$ cat src/rtl/i2c_pkg.sv
// Shared types and constants for the I2C master controller.
package i2c_pkg;

  localparam int CMD_W   = 3;
  localparam int PHASE_W = 2;

  typedef enum logic [CMD_W-1:0] {
    CMD_START    = 3'd0,
    CMD_STOP     = 3'd1,
    CMD_WRITE    = 3'd2,
    CMD_READ_ACK = 3'd3,
    CMD_READ_NAK = 3'd4
  } i2c_cmd_t;

  typedef enum logic [2:0] {
    ST_IDLE,
    ST_START,
    ST_STOP,
    ST_WBIT,
    ST_WACK,
    ST_RBIT,
    ST_RACK
  } i2c_state_t;

  typedef logic [PHASE_W-1:0] phase_t;

  localparam phase_t P0 = 2'd0;
  localparam phase_t P1 = 2'd1;
  localparam phase_t P2 = 2'd2;
  localparam phase_t P3 = 2'd3;

  // Codes 5..7 are not commands.
  function automatic logic cmd_legal(input i2c_cmd_t c);
    return c <= CMD_READ_NAK;
  endfunction

endpackage

$ cat src/rtl/i2c_clk_div.sv
// Quarter-period tick generator; holds at 0 when disabled, freezes on stretch.
module i2c_clk_div #(
  parameter int CLK_DIV = 4
) (
  input  logic clk_i,
  input  logic rst_i,
  input  logic en_i,
  input  logic freeze_i,
  output logic tick_o
);
  localparam int CW = (CLK_DIV > 2) ? $clog2(CLK_DIV) : 1;
  localparam logic [CW-1:0] LAST = CW'(CLK_DIV - 1);

  logic [CW-1:0] cnt_q, cnt_d;

  assign tick_o = en_i && !freeze_i && (cnt_q == LAST);

  // Next count: cleared when idle, held while the responder stretches SCL.
  always_comb begin
    cnt_d = cnt_q;
    if (!en_i)          cnt_d = '0;
    else if (!freeze_i) cnt_d = (cnt_q == LAST) ? '0 : cnt_q + 1'b1;
  end

  // Count register.
  always_ff @(posedge clk_i) begin
    if (rst_i) cnt_q <= '0;
    else       cnt_q <= cnt_d;
  end

endmodule

$ cat src/rtl/i2c_master_ctrl.sv
// Single-master I2C byte-level controller: START/STOP/WRITE/READ commands,
// open-drain SCL/SDA with clock-stretching support.
module i2c_master_ctrl
  import i2c_pkg::*;
#(
  parameter int CLK_DIV        = 4,
  parameter int I2C_DATA_WIDTH = 8
) (
  input  logic                      clk_i,
  input  logic                      rst_i,
  input  logic                      cmd_valid_i,
  output logic                      cmd_ready_o,
  input  i2c_cmd_t                  cmd_i,
  input  logic [I2C_DATA_WIDTH-1:0] wdata_i,
  output logic                      rsp_valid_o,
  output logic [I2C_DATA_WIDTH-1:0] rdata_o,
  output logic                      ack_o,
  output logic                      err_o,
  output logic                      bus_busy_o,
  output logic                      scl_o,
  output logic                      sda_o,
  input  logic                      scl_i,
  input  logic                      sda_i
);
  localparam int W  = I2C_DATA_WIDTH;
  localparam int BW = (W > 2) ? $clog2(W) : 1;
  localparam logic [BW-1:0] LAST_BIT = BW'(W - 1);

  i2c_state_t    state_q, state_d;
  phase_t        phase_q, phase_d;
  logic [BW-1:0] bit_q, bit_d;
  logic [W-1:0]  shreg_q, shreg_d;
  logic [W-1:0]  rdata_q, rdata_d;
  logic          nak_q, nak_d;
  logic          scl_q, scl_d, sda_q, sda_d;
  logic          busy_q, busy_d;
  logic          rsp_q, rsp_d;
  logic          ack_q, ack_d;
  logic          err_q, err_d;
  logic          tick;

  i2c_clk_div #(.CLK_DIV(CLK_DIV)) u_div (
    .clk_i    (clk_i),
    .rst_i    (rst_i),
    .en_i     (state_q != ST_IDLE),
    .freeze_i (scl_q && !scl_i),
    .tick_o   (tick)
  );

  assign cmd_ready_o = !rst_i && (state_q == ST_IDLE);
  assign rsp_valid_o = rsp_q;
  assign rdata_o     = rdata_q;
  assign ack_o       = ack_q;
  assign err_o       = err_q;
  assign bus_busy_o  = busy_q;
  assign scl_o       = scl_q;
  assign sda_o       = sda_q;

  // Next-state, line levels and response; line registers lag the phase by one
  // cycle, so SDA edges in data slots always land while SCL is already low.
  always_comb begin
    state_d = state_q;
    phase_d = phase_q;
    bit_d   = bit_q;
    shreg_d = shreg_q;
    nak_d   = nak_q;
    scl_d   = scl_q;
    sda_d   = sda_q;
    busy_d  = busy_q;
    rsp_d   = 1'b0;
    ack_d   = ack_q;
    err_d   = err_q;
    rdata_d = rdata_q;

    case (state_q)
      ST_START: begin
        case (phase_q)
          P0:      sda_d = 1'b1;
          P1:      scl_d = 1'b1;
          P2:      sda_d = 1'b0;
          default: scl_d = 1'b0;
        endcase
      end
      ST_STOP: begin
        case (phase_q)
          P0: begin
            scl_d = 1'b0;
            sda_d = 1'b0;
          end
          P1:      scl_d = 1'b1;
          P2:      sda_d = 1'b1;
          default: ;
        endcase
      end
      ST_WBIT, ST_WACK, ST_RBIT, ST_RACK: begin
        scl_d = (phase_q == P1) || (phase_q == P2);
        if (phase_q == P0) begin
          if (state_q == ST_WBIT)      sda_d = shreg_q[W-1];
          else if (state_q == ST_RACK) sda_d = nak_q;
          else                         sda_d = 1'b1;
        end
      end
      default: ;
    endcase

    if (state_q == ST_IDLE) begin
      phase_d = P0;
      bit_d   = '0;
      if (cmd_valid_i && cmd_ready_o) begin
        if (!cmd_legal(cmd_i) || (cmd_i != CMD_START && !busy_q)) begin
          rsp_d = 1'b1;
          err_d = 1'b1;
        end else begin
          case (cmd_i)
            CMD_START: state_d = ST_START;
            CMD_STOP:  state_d = ST_STOP;
            CMD_WRITE: begin
              state_d = ST_WBIT;
              shreg_d = wdata_i;
            end
            default: begin
              state_d = ST_RBIT;
              nak_d   = (cmd_i == CMD_READ_NAK);
            end
          endcase
        end
      end
    end else if (tick) begin
      phase_d = phase_q + 1'b1;
      // Sample on the last cycle of the SCL-high window.
      if (phase_q == P2 && (state_q == ST_RBIT || state_q == ST_WACK))
        shreg_d = {shreg_q[W-2:0], sda_i};
      if (phase_q == P3) begin
        case (state_q)
          ST_WBIT: begin
            shreg_d = shreg_q << 1;
            if (bit_q == LAST_BIT) state_d = ST_WACK;
            else                   bit_d   = bit_q + 1'b1;
          end
          ST_RBIT: begin
            if (bit_q == LAST_BIT) state_d = ST_RACK;
            else                   bit_d   = bit_q + 1'b1;
          end
          default: begin
            state_d = ST_IDLE;
            rsp_d   = 1'b1;
            err_d   = 1'b0;
            if (state_q == ST_START) busy_d  = 1'b1;
            if (state_q == ST_STOP)  busy_d  = 1'b0;
            if (state_q == ST_WACK)  ack_d   = ~shreg_q[0];
            if (state_q == ST_RACK)  rdata_d = shreg_q;
          end
        endcase
      end
    end
  end

  // State registers; reset releases both lines immediately, no STOP is sent.
  always_ff @(posedge clk_i) begin
    if (rst_i) begin
      state_q <= ST_IDLE;
      phase_q <= P0;
      bit_q   <= '0;
      shreg_q <= '0;
      nak_q   <= 1'b0;
      scl_q   <= 1'b1;
      sda_q   <= 1'b1;
      busy_q  <= 1'b0;
      rsp_q   <= 1'b0;
      ack_q   <= 1'b0;
      err_q   <= 1'b0;
      rdata_q <= '0;
    end else begin
      state_q <= state_d;
      phase_q <= phase_d;
      bit_q   <= bit_d;
      shreg_q <= shreg_d;
      nak_q   <= nak_d;
      scl_q   <= scl_d;
      sda_q   <= sda_d;
      busy_q  <= busy_d;
      rsp_q   <= rsp_d;
      ack_q   <= ack_d;
      err_q   <= err_d;
      rdata_q <= rdata_d;
    end
  end

endmodule
$ cat config.mk
export PLATFORM = sky130hd
export DESIGN_NAME = i2c_master_ctrl
export DESIGN_NICKNAME = d
export VERILOG_FILES = /design/src/rtl/i2c_pkg.sv /design/src/rtl/i2c_clk_div.sv /design/src/rtl/i2c_master_ctrl.sv
export SDC_FILE = /design/constraint.sdc
export NUM_CORES = 1
export LEC_CHECK = 0
export BUFFER_PORTS_ARGS = -buffer_cell sky130_fd_sc_hd__buf_2
export CAP_MARGIN = 20
export CORE_MARGIN = 3
export CORE_UTILIZATION = 43
export DETAILED_ROUTE_END_ITERATION = 8
export PLACE_DENSITY = 0.7
export SETUP_SLACK_MARGIN = 0.3
export SYNTH_ARGS = -nofsm -noshare
export SYNTH_HDL_FRONTEND = slang
export SYNTH_SLANG_ARGS = --single-unit
$ cat constraint.sdc
create_clock -name clk_i -period 2.3 [get_ports clk_i]
set_input_delay 0.345 -clock clk_i [delete_from_list [all_inputs] [get_ports clk_i]]
set_output_delay 0.345 -clock clk_i [all_outputs]
set_load 0.01 [all_outputs]
==> summary.md, run 1 <==
| Metric | Value |
|---|---|
| Reg2Reg Depth | 6 |
| Hold Crit Class | in -> reg |
| Seq pwr share | 0.521 |
| I/O pin total | 31 |
| RSZ-0062 raised after global routing | false |
| Critical path cell sequence | buf_4 -> inv_1 -> nand2_1 -> nor2_1 -> buf_2 |
| CTS tree | yes |
| Total congestion overflow | 0 |
| Critical Path End Type | output pin |
| ANT cells | 0 |
| Horiz. Die Dim | slightly above 70 µm |
| Leakage | 0.871 nW |
| Initial antenna violation count | 0 |
| Share of cells above drive strength 1 | 0.242 |
| Buf/Inv on CP | 3 |
| WP data arrival | 1510 ps |
| Die H | approximately 71 µm |
| Clk sink count | 33 |
| Synth top area cells | dfxtp_1, mux2i_1, a21oi_1 |
| Final ANT Viol Nets | 0 |
| R2R Path Start | state_q[0] |
| First-pass GRT wire length | approximately 7000 µm |
| Worst skew pair latency | approximately 280 ps |
| Final hold violations | 0 |
| F_max | 0.540 GHz |
| Maxcap violations | 0 |
| Relative slew slack | 0.702 |
| Setup TNS | 0 ps |
| Synth cell types | 44 |
| CP delay by family, top | flip-flops |
| Worst slew pin tran | between 400 and 500 ps |
| Gate Count Post-Synth | roughly 210 |
| Endpoints failing setup | 0 |
| Nets | 262 |
| Combinational Power Share | 0.096 |
| H-tree depth | 2 |
| Mapped cell area | 1800 µm² |
| Sw Pwr | ~0.29 mW |
| Status | finished clean |
| Min-Delay Startpoint | cmd_i[2] |
| Initial core utilization | 0.468 |
| Worst-path clk slew | ~70 ps |
| Post-Route WL | ~4000 µm |
| GRT Overall Usage | 0.172 |
| CTS Buf Count | 5 |
| Number of global-route vias before repair | between 1500 and 2000 |
| Critical Path Start | state_q[1] |
| Ys Warns | 0 |
| RR Endpoint | shreg_q[0] |
| Sequential element share of the synthesized area | 0.366 |
| Tmin final | ~1900 ps |
| Worst Hold Path EP | nak_q |
| Worst Skew | a little under 5 ps |
| FF/Latch Area | 661 µm² |
| Most frequent cells in the layout | dfxtp_1, buf_2, nor2_1 |
| Kind of launch point of the worst setup path | flop |
| Post-CTS Repair Setup Buffers | 2 |
| Dpl hpwl | roughly 2900 µm |
| Reg2Reg Setup Slack | 490 ps |
| Maximum fanout along the worst path | 11 |
| Residual DRC count | 0 |
| Syn Area/Cell | 8.80 µm² |
| Pins Over Slew Limit | 0 |
| DR pass1 iterations | 4 |
| CTS root buf | clkbuf_8 |
| CP peak stage delay | 600 ps |
| Syn-to-layout area delta | 17.0% |
| GPL Wtd Cong | just under 0.9 |
| Hold_buf cts | 0 |
| Core Region | approximately 3900 µm² |
| Initial DRC count | 164 |
| Cell Rows | 22 |
| WL/cell | between 10 and 15 µm |
| Routed vias/inst | around 5.5 |
| Max IR drop VDD | 0.350 mV |
| DR vias | 1591 |
| Largest net degree at the start of global routing | 27 |
| Power Density | about 530 nW/µm² |
| Power Internal | 0.830 mW |
| Die area | 5010 µm² |
| Worst Path Required | 1960 ps |
| Fillers | approximately 380 |
| CP max-delay cell | dfxtp_1 |
| Multi-input gate area | ~1100 µm² |
| Switching share of power | 0.257 |
| Commonest non-fill, non-tap cell in the layout | dfxtp_1 |
| Largest area contributor in the netlist | dfxtp_1 |
| Crit path kind | reg -> out |
| Post-synth top area share | 0.366 |
| Power share of the clock group | 0.384 |
| #FFs+latches synth | 33 |
| Final core utilization | 0.547 |
| PortBufs | 30 |
| Syn nets | approximately 230 |
| Post-CTS sizing | 0 |
| Final period util | 0.805 |
| Hold Path Depth | 3 |
| Clock tree buffer depth | 2 |
per-layer routing:
metal	part of all wire	vias up	global-route usage
li1	-	809	-
met1	0.48	742	0.238
met2	0.46	35	0.271
met3	0.045	5	0.0369
met4	0.013	0	0.0438
met5	0	-	0
area by class of cell:
class / instances / share of cell area
multi-input combinational: 153 / 0.498
sequential: 33 / 0.313
timing repair buffer: 41 / 0.110
clock buffer: 5 / 0.0326
tap: 48 / 0.0285
inverter: 5 / 0.00890
clock inverter: 3 / 0.00830
cells in the mapped netlist, drive strengths merged:
| library cell | n |
|---|---|
| nor3b | 1 |
| a22oi | 1 |
| clkbuf | 6 |
| o22ai | 3 |
| nand2 | 14 |
| or3 | 1 |
| mux2 | 1 |
| or3b | 1 |
| a32oi | 1 |
| xnor2 | 3 |
| nor3 | 9 |
| nand3 | 8 |
| xor2 | 2 |
| o32ai | 1 |
| mux2i | 19 |
| buf | 8 |
| dfxtp | 33 |
| a311oi | 6 |
| o21a | 3 |
| nor2 | 24 |
| o31ai | 1 |
| nand4 | 1 |
| a21oi | 20 |
| a32o | 1 |
| nor2b | 4 |
| inv | 5 |
| nand2b | 2 |
| a31oi | 1 |
| o21ai | 8 |
| a2bb2oi | 1 |
| ha | 7 |
| and2 | 1 |
| a41o | 1 |
| nand3b | 1 |
| a211oi | 4 |
| a211o | 2 |
metrics by stage:
step                power (mW)  std cells  cell area, µm²  setup slack [ps]  hold WS (ps)
finish                    1.12        288            2110               448           374
global route              1.17        288            2110               346           396
CTS                       1.13        288            2110               446           361
detailed placement       0.701        278            2010               290           467
global placement         0.700        278            2010               367           470
floorplan                0.663        205            1800               537           445
how the worst max path moves through the flow:
stage | end | depth (start not counted)
floorplan | shreg_q[5] | 7
global placement | shreg_q[0] | 5
detailed placement | shreg_q[2] | 5
CTS | cmd_ready_o | 5
global route | shreg_q[6] | 6
finish | cmd_ready_o | 5
sequential cells by signal, indices dropped and copies added (netlist names):
| name | flops |
|---|---|
| state_q | 3 |
| shreg_q | 8 |
| ack_o | 1 |
| bit_q | 3 |
| scl_o | 1 |
| nak_q | 1 |
| rsp_valid_o | 1 |
| sda_o | 1 |
| bus_busy_o | 1 |
| u_div.cnt_q | 2 |
| err_o | 1 |
| phase_q | 2 |
| rdata_o | 8 |
logic make-up (layout without fill, tap and decap cells):
| family | count (synthesis) | after routing | synth area share |
|---|---|---|---|
| DFF | 33 | 33 | 0.366 |
| muxes | 20 | 20 | 0.112 |
| adders and majority gates | 7 | 7 | 0.0486 |
| buffers and inverters | 19 | 54 | 0.0507 |
| xor gates and xnor gates | 5 | 5 | 0.0243 |
| and+or+nand+nor | 67 | 67 | 0.187 |
| AOI/OAI and AO/OA | 54 | 54 | 0.212 |
worst reg2reg max path, delay by kind of cell (launching register included):
kind / cells / cell delay (ps)
compound gates: 2 / 540
buf+inv: 1 / 200
flops: 1 / 450
simple gates: 3 / 530
power by group through the flow:
stage | sequential (mW) | combinational, mW | clock (mW)
3_5_place_dp | 0.595 | 0.106 | 0
3_3_place_gp | 0.595 | 0.105 | 0
2_1_floorplan | 0.594 | 0.0685 | 0
4_1_cts | 0.582 | 0.106 | 0.437
6_report | 0.582 | 0.107 | 0.429
5_1_grt | 0.583 | 0.120 | 0.463
Power figures use the tool's default switching activity.
==> run 2, diff against run 1 <==
--- a/config.mk
+++ b/config.mk
@@ -10,7 +10,7 @@
 export CORE_MARGIN = 3
 export CORE_UTILIZATION = 43
 export DETAILED_ROUTE_END_ITERATION = 8
-export PLACE_DENSITY = 0.7
+export PLACE_DENSITY = 0.72
 export SETUP_SLACK_MARGIN = 0.3
 export SYNTH_ARGS = -nofsm -noshare
 export SYNTH_HDL_FRONTEND = slang
==> constraint.sdc (replaced) <==
create_clock -name clk_i -period 1.56 [get_ports clk_i]
set_input_delay 0.234 -clock clk_i [delete_from_list [all_inputs] [get_ports clk_i]]
set_output_delay 0.234 -clock clk_i [all_outputs]
set_load 0.01 [all_outputs]
==> run 2 against run 1 <==
The flow now finishes with violations (setup timing). Clock-buffer cell count is the same. Combinational power grew 140%. Critical path type is now reg -> reg. Non-clock buffer count grew 46. Sequential share of layout area shrank 7.3 points. Clock skew shrank 1.4 ps. Design area grew 34%. First-iteration DRC count shrank 31%. Register-to-register slack lost 660 ps. Power grew 57%. Final cell count grew 16%. Critical path depth grew 4. Clock power grew 51%.
==> summary.md, run 2 (synthesized netlist as in run 1, its figures left out) <==
| Metric | Value |
|---|---|
| Status | finished, violations left |
| Failing checks | setup timing |
| Largest net degree at the start of global routing | 27 |
| Most frequent cells in the layout | buf_4, buf_2, dfxtp_1 |
| Tmin final | around 1700 ps |
| Max IR drop VDD | ~0.57 mV |
| Clock tree buffer depth | 2 |
| Commonest non-fill, non-tap cell in the layout | buf_4 |
| I/O pin total | 31 |
| H-tree depth | 2 |
| Cell Rows | 22 |
| Initial core utilization | 0.468 |
| Setup slack after layout | -165 ps |
| Worst slew pin tran | ~400 ps |
| Nets | around 310 |
| Clk sink count | 33 |
| Worst skew pair latency | 300 ps |
| Final ANT Viol Nets | 0 |
| PortBufs | 30 |
| Kind of launch point of the worst setup path | flop |
| Routed vias/inst | around 5.7 |
| Hold Crit Class | in -> reg |
| Final hold slack | 317 ps |
| RSZ-0062 raised after global routing | true |
| ANT cells | 0 |
| Worst Path Required | 1750 ps |
| First-pass GRT wire length | between 8000 and 9000 µm |
| CTS Buf Count | 5 |
| Layout Cells excl Fill | 334 |
| WP data arrival | around 1900 ps |
| Worst Skew | 3.47 ps |
| Pins Over Slew Limit | 0 |
| Maximum fanout along the worst path | 7 |
| CTS root buf | clkbuf_8 |
| DR pass1 iterations | 4 |
| GRT Overall Usage | 0.204 |
| CTS tree | yes |
| Pre-CTS setup slack | -92.6 ps |
| Placed Instances | just under 300 |
| Initial DRC count | 113 |
| Initial antenna violation count | 0 |
| Final period util | 1.11 |
| Final hold violations | 0 |
| Post-Route WL | between 5000 and 6000 µm |
| WL/cell | ~17 µm |
| Leakage | 1.18 nW |
| Die H | approximately 70 µm |
| Power Density | about 620 nW/µm² |
| Critical path cell sequence | buf_4 -> buf_6 -> buf_4 -> inv_4 -> nand3_1 -> o21ai_1 -> buf_4 -> a21oi_1 -> a311oi_1 |
| Core Region | between 3000 and 4000 µm² |
| DR vias | 1911 |
| Crit path kind | reg -> reg |
| Final core utilization | 0.734 |
| Endpoints failing setup | 17 |
| Total congestion overflow | 0 |
| Share of cells above drive strength 1 | 0.490 |
| Number of global-route vias before repair | 1758 |
| Cell mode on critical path | buf_4 |
| CP peak stage delay | around 340 ps |
| Syn-to-layout area delta | 57.0% |
| F_max | a little under 0.6 GHz |
| Die area | 5010 µm² |
| Power after layout | about 1.8 mW |
| CP max-delay cell | dfxtp_2 |
| Worst-path clk slew | 70 ps |
| Horiz. Die Dim | 70.8 µm |
| Dpl hpwl | slightly above 3000 µm |
| GPL Wtd Cong | 0.819 |
| Maxcap violations | 0 |
| Residual DRC count | 0 |
| Relative slew slack | 0.733 |
| Critical Path End Type | flop |
[run 2: changes by cell type in the layout (fill, tap and decap cells not counted), sizes merged]
cell    change
buf        +44
bufbuf      +2
[run 2: report_power, final]
group          switching [mW]  leakage, nW  internal (mW)
combinational           0.132        0.864          0.123
clock                   0.338       0.0439          0.308
sequential            0.00596        0.271          0.845
total                   0.476         1.18           1.27
[run 2: layout make-up]
cell class,instances,area [µm²]
clock inverters,3,17.5
clock buffers,5,68.8
repair buffers,87,713
fillers,251,1020
well taps,48,60.1
inverters,5,23.8
flip-flops and latches,33,681
multi-input cells,153,1270
[run 2: routing by layer]
metal | global-route usage | share of wire | vias to the layer above
li1 | - | - | 904
met1 | 0.254 | 0.42 | 913
met2 | 0.345 | 0.50 | 80
met3 | 0.0384 | 0.060 | 14
met4 | 0.0835 | 0.018 | 0
met5 | 0 | 0 | -
[run 2: worst paths after layout]
kind | startpoint | to | slack, ps | cells past startpoint
max | state_q[1] | shreg_q[1] | -170 | 9
min | wdata_i[3] | shreg_q[3] | 320 | 3
min reg2reg | ack_o | ack_o | 480 | 2
max reg2reg | state_q[1] | shreg_q[1] | -170 | 9
[run 2: metrics by stage]
stage,TNS [ps],instance area (µm²)
floorplan,-729,1900
global placement,-299,2210
detailed placement,-658,2210
CTS,-223,2600
global route,-3440,2830
finish,-1800,2830
[run 2: timing repair]
action,CTS,global route
cloned,4,1
resized for setup,34,25
setup buffers,13,14
pin swaps,19,15
hold buffers,0,0
endpoints found under the setup margin,33,34
[run 2: critical path: cells and delay by family (launching register included)]
| family | cells | cell delay (ps) |
|---|---|---|
| AO/OA/AOI/OAI | 3 | 490 |
| buffers and inverters | 5 | 690 |
| flip-flops | 1 | 340 |
| AND/OR/NAND/NOR | 1 | 110 |
